<file path="config.mk">
export PLATFORM = sky130hd
export DESIGN_NAME = pc_fetch
export DESIGN_NICKNAME = d
export VERILOG_FILES = /design/src/rtl/pc_fetch.sv
export SDC_FILE = /design/constraint.sdc
export NUM_CORES = 1
export LEC_CHECK = 0
export ABC_CLOCK_PERIOD_IN_PS = 2900
export CORE_AREA = 4 4 83 85
export CTS_CLUSTER_DIAMETER = 60
export DETAILED_ROUTE_END_ITERATION = 6
export DIE_AREA = 0 0 87 89
export HOLD_SLACK_MARGIN = 0.08
export PLACE_DENSITY = 0.95
export SYNTH_ARGS = -nofsm -noshare
export SYNTH_HDL_FRONTEND = slang
export SYNTH_SLANG_ARGS = --single-unit
</file>
<file path="constraint.sdc">
create_clock -name clk -period 2.9 [get_ports clk]
set_input_delay 0.435 -clock clk [delete_from_list [all_inputs] [get_ports clk]]
set_output_delay 0.435 -clock clk [all_outputs]
set_load 0.05 [all_outputs]
</file>
<file path="src/rtl/pc_fetch.sv">
// pc_fetch: program counter and instruction-fetch unit.
// Owns the 16-bit PC and runs a single-outstanding read handshake with
// instruction memory, latching either the instruction word or the
// immediate word. A combinational stall holds the sequencer while a
// read is in flight so that the PC only moves once the read is done.

package pc_fetch_pkg;
  typedef enum logic [1:0] {
    PC_NOP   = 2'd0,
    PC_INC   = 2'd1,
    PC_SET   = 2'd2,
    PC_RESET = 2'd3
  } pc_op_e;
endpackage

module pc_fetch
  import pc_fetch_pkg::*;
#(
  parameter logic [15:0] RESET_VECTOR = 16'h0000,
  parameter int          PC_STEP      = 2
) (
  input  logic        clk,
  input  logic        rst,
  input  logic        en,
  input  logic [1:0]  pc_op,
  input  logic [15:0] pc_in,
  input  logic        fetch_instr,
  input  logic        fetch_imm,
  output logic        mem_rd,
  output logic [15:0] mem_addr,
  input  logic [15:0] mem_data_i,
  input  logic        mem_ready,
  output logic [15:0] instr_o,
  output logic [15:0] imm_o,
  output logic [15:0] pc_o,
  output logic        stall_o
);

  typedef enum logic [1:0] {
    S_IDLE = 2'd0,
    S_BUSY = 2'd1,
    S_DONE = 2'd2
  } state_e;

  localparam logic [15:0] STEP = 16'(PC_STEP);

  state_e state;
  logic   dest_imm;   // 1: current read targets imm_o, 0: instr_o
  logic   req;
  pc_op_e op;

  assign op  = pc_op_e'(pc_op);
  assign req = en & (fetch_instr | fetch_imm);

  // Stall is raised in the accepting IDLE cycle already, so the PC update
  // that accompanies a fetch strobe is deferred until DONE.
  assign stall_o = (state == S_BUSY) | ((state == S_IDLE) & req);

  // Fetch FSM: accept a strobe, hold the address while the read is
  // outstanding, capture the returned word into its destination.
  // NOTE: all state here is assigned with <= so every register samples
  // the pre-edge values; blocking = would create order-dependent logic.
  always_ff @(posedge clk) begin
    if (rst) begin
      state    <= S_IDLE;
      mem_rd   <= 1'b0;
      mem_addr <= 16'h0000;
      instr_o  <= 16'h0000;
      imm_o    <= 16'h0000;
      dest_imm <= 1'b0;
    end else begin
      case (state)
        S_IDLE: begin
          if (req) begin
            mem_addr <= pc_o;
            dest_imm <= ~fetch_instr;  // instruction wins when both strobes are high
            mem_rd   <= 1'b1;
            state    <= S_BUSY;
          end
        end
        S_BUSY: begin
          // en is deliberately not consulted: an issued read always completes
          if (mem_ready) begin
            if (dest_imm) imm_o   <= mem_data_i;
            else          instr_o <= mem_data_i;
            mem_rd <= 1'b0;
            state  <= S_DONE;
          end
        end
        S_DONE: begin
          state <= S_IDLE;
        end
        default: begin
          mem_rd <= 1'b0;
          state  <= S_IDLE;
        end
      endcase
    end
  end

  // Program counter: moves only when the sequencer is enabled and not stalled.
  always_ff @(posedge clk) begin
    if (rst) begin
      pc_o <= RESET_VECTOR;
    end else if (en && !stall_o) begin
      case (op)
        PC_NOP:   pc_o <= pc_o;
        PC_INC:   pc_o <= pc_o + STEP;          // wraps modulo 2^16
        PC_SET:   pc_o <= {pc_in[15:1], 1'b0};  // force word alignment
        PC_RESET: pc_o <= RESET_VECTOR;
        default:  pc_o <= pc_o;
      endcase
    end
  end

endmodule

</file>
Yosys cells after proc, flatten, opt, wreduce, memory -nomap -nowiden
Cells that the tools add are included.
Widths: inputs -> output; s select.
- reduce and logical (&&, ||, !) cells: 10
- bitwise operators: 8
- muxes and demuxes: 7
- add/sub/neg operators: 1
- equal/unequal tests: 7
- operators with widths (operator ; count):
    $pmux 16 s3 ; 1
    $add 16x2->16 const B ; 1
    $reduce_and 3->1 ; 3
    $eq 2x2->1 const B ; 3
    $reduce_and 2->1 ; 3
    $eq 2x1->1 const B ; 2
    $logic_not 2->1 ; 2
    $mux 2 ; 2
    $ne 2x2->1 const B ; 2
    $not 1->1 ; 4
    $pmux 2 s2 ; 1
    $pmux 1 s3 ; 1
    $and 1x1->1 ; 2
    $mux 1 ; 2
    $or 1x1->1 ; 2
    $logic_and 1x1->1 ; 1
    $logic_not 1->1 ; 1
- output and inout bits: 66
- bits of input ports: 40
- logic and storage cells: 40
- bits in registers: 68

Depth between registers and ports, before layout
- depth after elaboration: 7
- depth in mapped cells: 6
- mapped depth without buffers: 5

Least setup slack after synthesis
Ideal clock, no wire load.
- kind: flip-flop to flip-flop
- start: reg pc_o[1]
- end: reg pc_o[15]
- data required time: 2.804 ns
- clock period less this slack: 1.878 ns
- stages on the path, launching flop included: 6
- arrival time: 1.783 ns
- slack: 1.022 ns
- buffers on the path: 0
- cells stage by stage: dfxtp_1 -> ha_1 -> nand3_1 -> nor3_1 -> a32oi_1 -> o311ai_1
- longest elaborated chain between the ends: 2
- ends and longest elaborated chain (item ; RTL line ; RTL):
    from (decl) ; 35 ; output logic [15:0] pc_o,
    from (signal assigned) ; 107 ; PC_NOP: pc_o <= pc_o;
    from (signal assigned) ; 108 ; PC_INC: pc_o <= pc_o + STEP;
    from (signal assigned) ; 109 ; PC_SET: pc_o <= {pc_in[15:1], 1'b0};
    $add 16x2->16 ; 108 ;
    $pmux 16 s3 ; 106 ; case (op)
No other way between the ends.
A chain may end at the register's enable or synchronous reset.

Worst setup path after layout
- start: in en
- end: out stall_o
- longest elaborated chain between the ends: 3
- ends and longest elaborated chain (item ; RTL line ; RTL):
    from (decl) ; 24 ; input logic en,
    $and 1x1->1 ; 53 ; assign req = en & (fetch_instr | fetch_imm);
    $and 1x1->1 ; 57 ; assign stall_o = (state == S_BUSY) | ((state == S_IDLE) & req);
    $or 1x1->1 ; 57 ;
    to (decl) ; 36 ; output logic stall_o
No other way between the ends.

==> run summary <==
• 0 — # Post-CTS Setup Buffers
• 340 ps — clock latency on the worst-skew pair
• 5.69 — Avg Vias per Cell
• 0.802 — portion of the clock cycle consumed by the worst path in the final layout
• 41.9% — Syn-to-layout area delta
• 0 — GRT Residual Overflow
• 0.667 — post-route core utilization
• finished clean — result of the run
• 0.0596 — layout cells sized above 1
• 463 mW/mm^2 — Cell Pwr Density
• 0.00620 mm^2 — Core Box Area
• 0.304 — max-slew headroom at the worst pin
• output port — nature of the critical path endpoint
• 0.953 — routability congestion estimate
• 0.221 — All-Layer GR Usage
• done — clock tree from TritonCTS
• 8500 um — Routed Wire Length
• 4 — count of TritonRoute iterations in the first routing pass
• 0 — max-cap violation count
• 510 uW — reported net switching power
• 55 — number of different library cells in the post-synthesis netlist
• sky130_fd_sc_hd__nand2_1, sky130_fd_sc_hd__dfxtp_1, sky130_fd_sc_hd__a21oi_1 — synth cell count leaders
• sky130_fd_sc_hd__nand2_1 — most repeated cell in the gate-level netlist after synthesis
• 1040 ps — pin slew with the least headroom to its limit
• 0 — number of hold violations in the final report
• 0 — FFs w/ async S/R, synth
• 13,600 um — first-pass GRT wire length
• 8.02 ps — worst clock skew on the final layout
• 0 ps — final-layout setup total negative slack
• 0.00136 uW — P_leak
• 1890 ps — Critical Path AT
• 375 — number of cells produced by synthesis
• 454 ps — Worst Hold Slack
• 0.453 — sequential fraction of the synthesis area
• 89 um — die boundary height
• 0 — post-CTS sizing
• 0.000350 V — peak supply drop
• sky130_fd_sc_hd__clkbuf_8 — root buffer cell
• 0.145 — fraction of power consumed by combinational cells
• 5 — Worst R2R Path Depth
• 0.495 — Flop pwr share
• 66 — flip-flop and latch count after synthesis
• sky130_fd_sc_hd__dfxtp_1 — Most used DFF post-synth
• 3 — Max H-tree Level
• 0 — diode count
• 508 — net count reported at finish
• 9 — clock buffers created by TritonCTS
• 430 MHz — highest clock frequency the design can meet
• 0 — Detail Route Antenna Nets
• 0.00774 mm^2 — Total Die Area
• 0.00292 mm^2 — Syn Std Cell Area
• 0 — cts hold-fix bufs
• 2 — hold depth
• 0 — pins over their slew limit
• 7.77 um^2 — Syn Area/Cell
• 0 — DRC Markers
• 58 — pin count of the biggest net entering global routing
• 102 — count of input and output buffers
• 0 — number of antenna violations at the first check in global routing
• 1410 uW — internal power
• 66 — number of clock sinks seen by CTS
• 2470 ps — CP required
• 0 — number of enable-type register cells in the synthesized netlist
• 0 — Final setup violation count
• 3,114 — count of vias placed by the detailed router
• 11 — largest fanout on the critical path
• sky130_fd_sc_hd__dfxtp_1 — post-synthesis cell type with the largest combined area
• 0.266 — net switching share of the total power
• 149 — number of DRC violations after detailed-routing iteration 0
• false — RSZ-0062 raised after global routing
• primary input — type of origin of the critical path
• 15.5 um — routed length per instance
• 87 um — DIE WIDTH
• 2,988 — number of global-route vias before repair
• sky130_fd_sc_hd__dfxtp_1, sky130_fd_sc_hd__nand2_1, sky130_fd_sc_hd__a21oi_1 — leading post-synthesis cells by cell area
• 0 — Synthesis Warnings
• 2 — maximum root-to-sink buffer count
• 106 — IO Count
• 29 — number of placement rows
• 0.453 — fraction of synthesized cell area taken by the top area cell type
• register to register — Hold Crit Class
• 0.470 — Starting Density
• 6050 um — dpl hpwl
• 1920 uW — Total Power Consumption
• 0.360 — power share of the clock group
• 2320 ps — Min Clock Period, post-route
• 70 ps — clock transition at the registers of the reported paths
• primary input to output port — start-to-end type of the worst setup path
## final timing paths
kind	start	end	slack (ps)
worst min register to register	imm_o[13]$_SDFFE_PP0P_	imm_o[13]$_SDFFE_PP0P_	450
worst min-delay path	imm_o[13]$_SDFFE_PP0P_	imm_o[13]$_SDFFE_PP0P_	450
worst max register to register	pc_o[1]$_SDFFE_PP0P_	pc_o[15]$_SDFFE_PP0P_	1000
worst max-delay path	en	stall_o	580
## metrics by stage
step / setup WS [ps] / area [um^2] / std cells
2_1_floorplan: 1020 / 2920 / 376
3_3_place_gp: 566 / 3960 / 533
3_5_place_dp: 490 / 3960 / 533
4_1_cts: 573 / 4140 / 547
5_1_grt: 489 / 4140 / 547
6_report: 575 / 4140 / 547
## layout by cell type, fill, tap and decap left out, types with 4 or more instances in the layout
cell type,instances
sky130_fd_sc_hd__clkbuf_8,12
sky130_fd_sc_hd__o21ai_0,11
sky130_fd_sc_hd__a31oi_1,7
sky130_fd_sc_hd__a22oi_1,4
sky130_fd_sc_hd__inv_1,6
sky130_fd_sc_hd__nand3_1,6
sky130_fd_sc_hd__nand2_1,105
sky130_fd_sc_hd__or3_1,4
sky130_fd_sc_hd__nand3b_1,5
sky130_fd_sc_hd__clkdlybuf4s50_1,100
sky130_fd_sc_hd__a21oi_1,54
sky130_fd_sc_hd__dfxtp_1,66
sky130_fd_sc_hd__nor2_1,17
sky130_fd_sc_hd__buf_4,6
sky130_fd_sc_hd__nor4_1,4
## registers in the layout, summed over array words and instances, names as in the netlist
signal    count
imm_o        16
instr_o      16
mem_addr     15
pc_o         15
state         2
dest_imm      1
mem_rd        1
## power groups by stage
stage / combinational [uW] / clock [uW] / sequential [uW]
finish: 278 / 691 / 948
global route: 296 / 751 / 950
CTS: 277 / 708 / 947
detailed placement: 275 / 0 / 967
global placement: 271 / 0 / 966
floorplan: 104 / 0 / 1020
## worst max-delay path, stage by stage
cell	delay, ps
sky130_fd_sc_hd__clkdlybuf4s50_1	690
sky130_fd_sc_hd__o21ai_0	240
sky130_fd_sc_hd__a21oi_1	340
sky130_fd_sc_hd__buf_12	180
## metal layers
layer / vias up / track usage / share of wire
met5: - / 0 / 0
met4: 0 / 0.103 / 0.019
met3: 23 / 0.0608 / 0.10
met2: 179 / 0.385 / 0.48
met1: 1425 / 0.253 / 0.40
li1: 1487 / - / -
## final cells by class
cell class | count | area, um^2
Fill cell | 477 | 2070
Multi-Input combinational cell | 276 | 1450
Sequential cell | 66 | 1320
Timing Repair Buffer | 108 | 1070
Clock buffer | 12 | 165
Tap cell | 77 | 96.3
Inverter | 6 | 22.5
Clock inverter | 2 | 12.5
## cells by family after synthesis
kind of cell / count (synthesis) / synth area share
other cells: 1 / 0.00129
buf+inv: 34 / 0.0511
simple gates: 164 / 0.253
compound gates: 107 / 0.231
xor+xnor: 1 / 0.00300
flops: 66 / 0.453
fa+ha+maj: 1 / 0.00429
mux: 1 / 0.00343
Power figures use the tool's default switching activity.
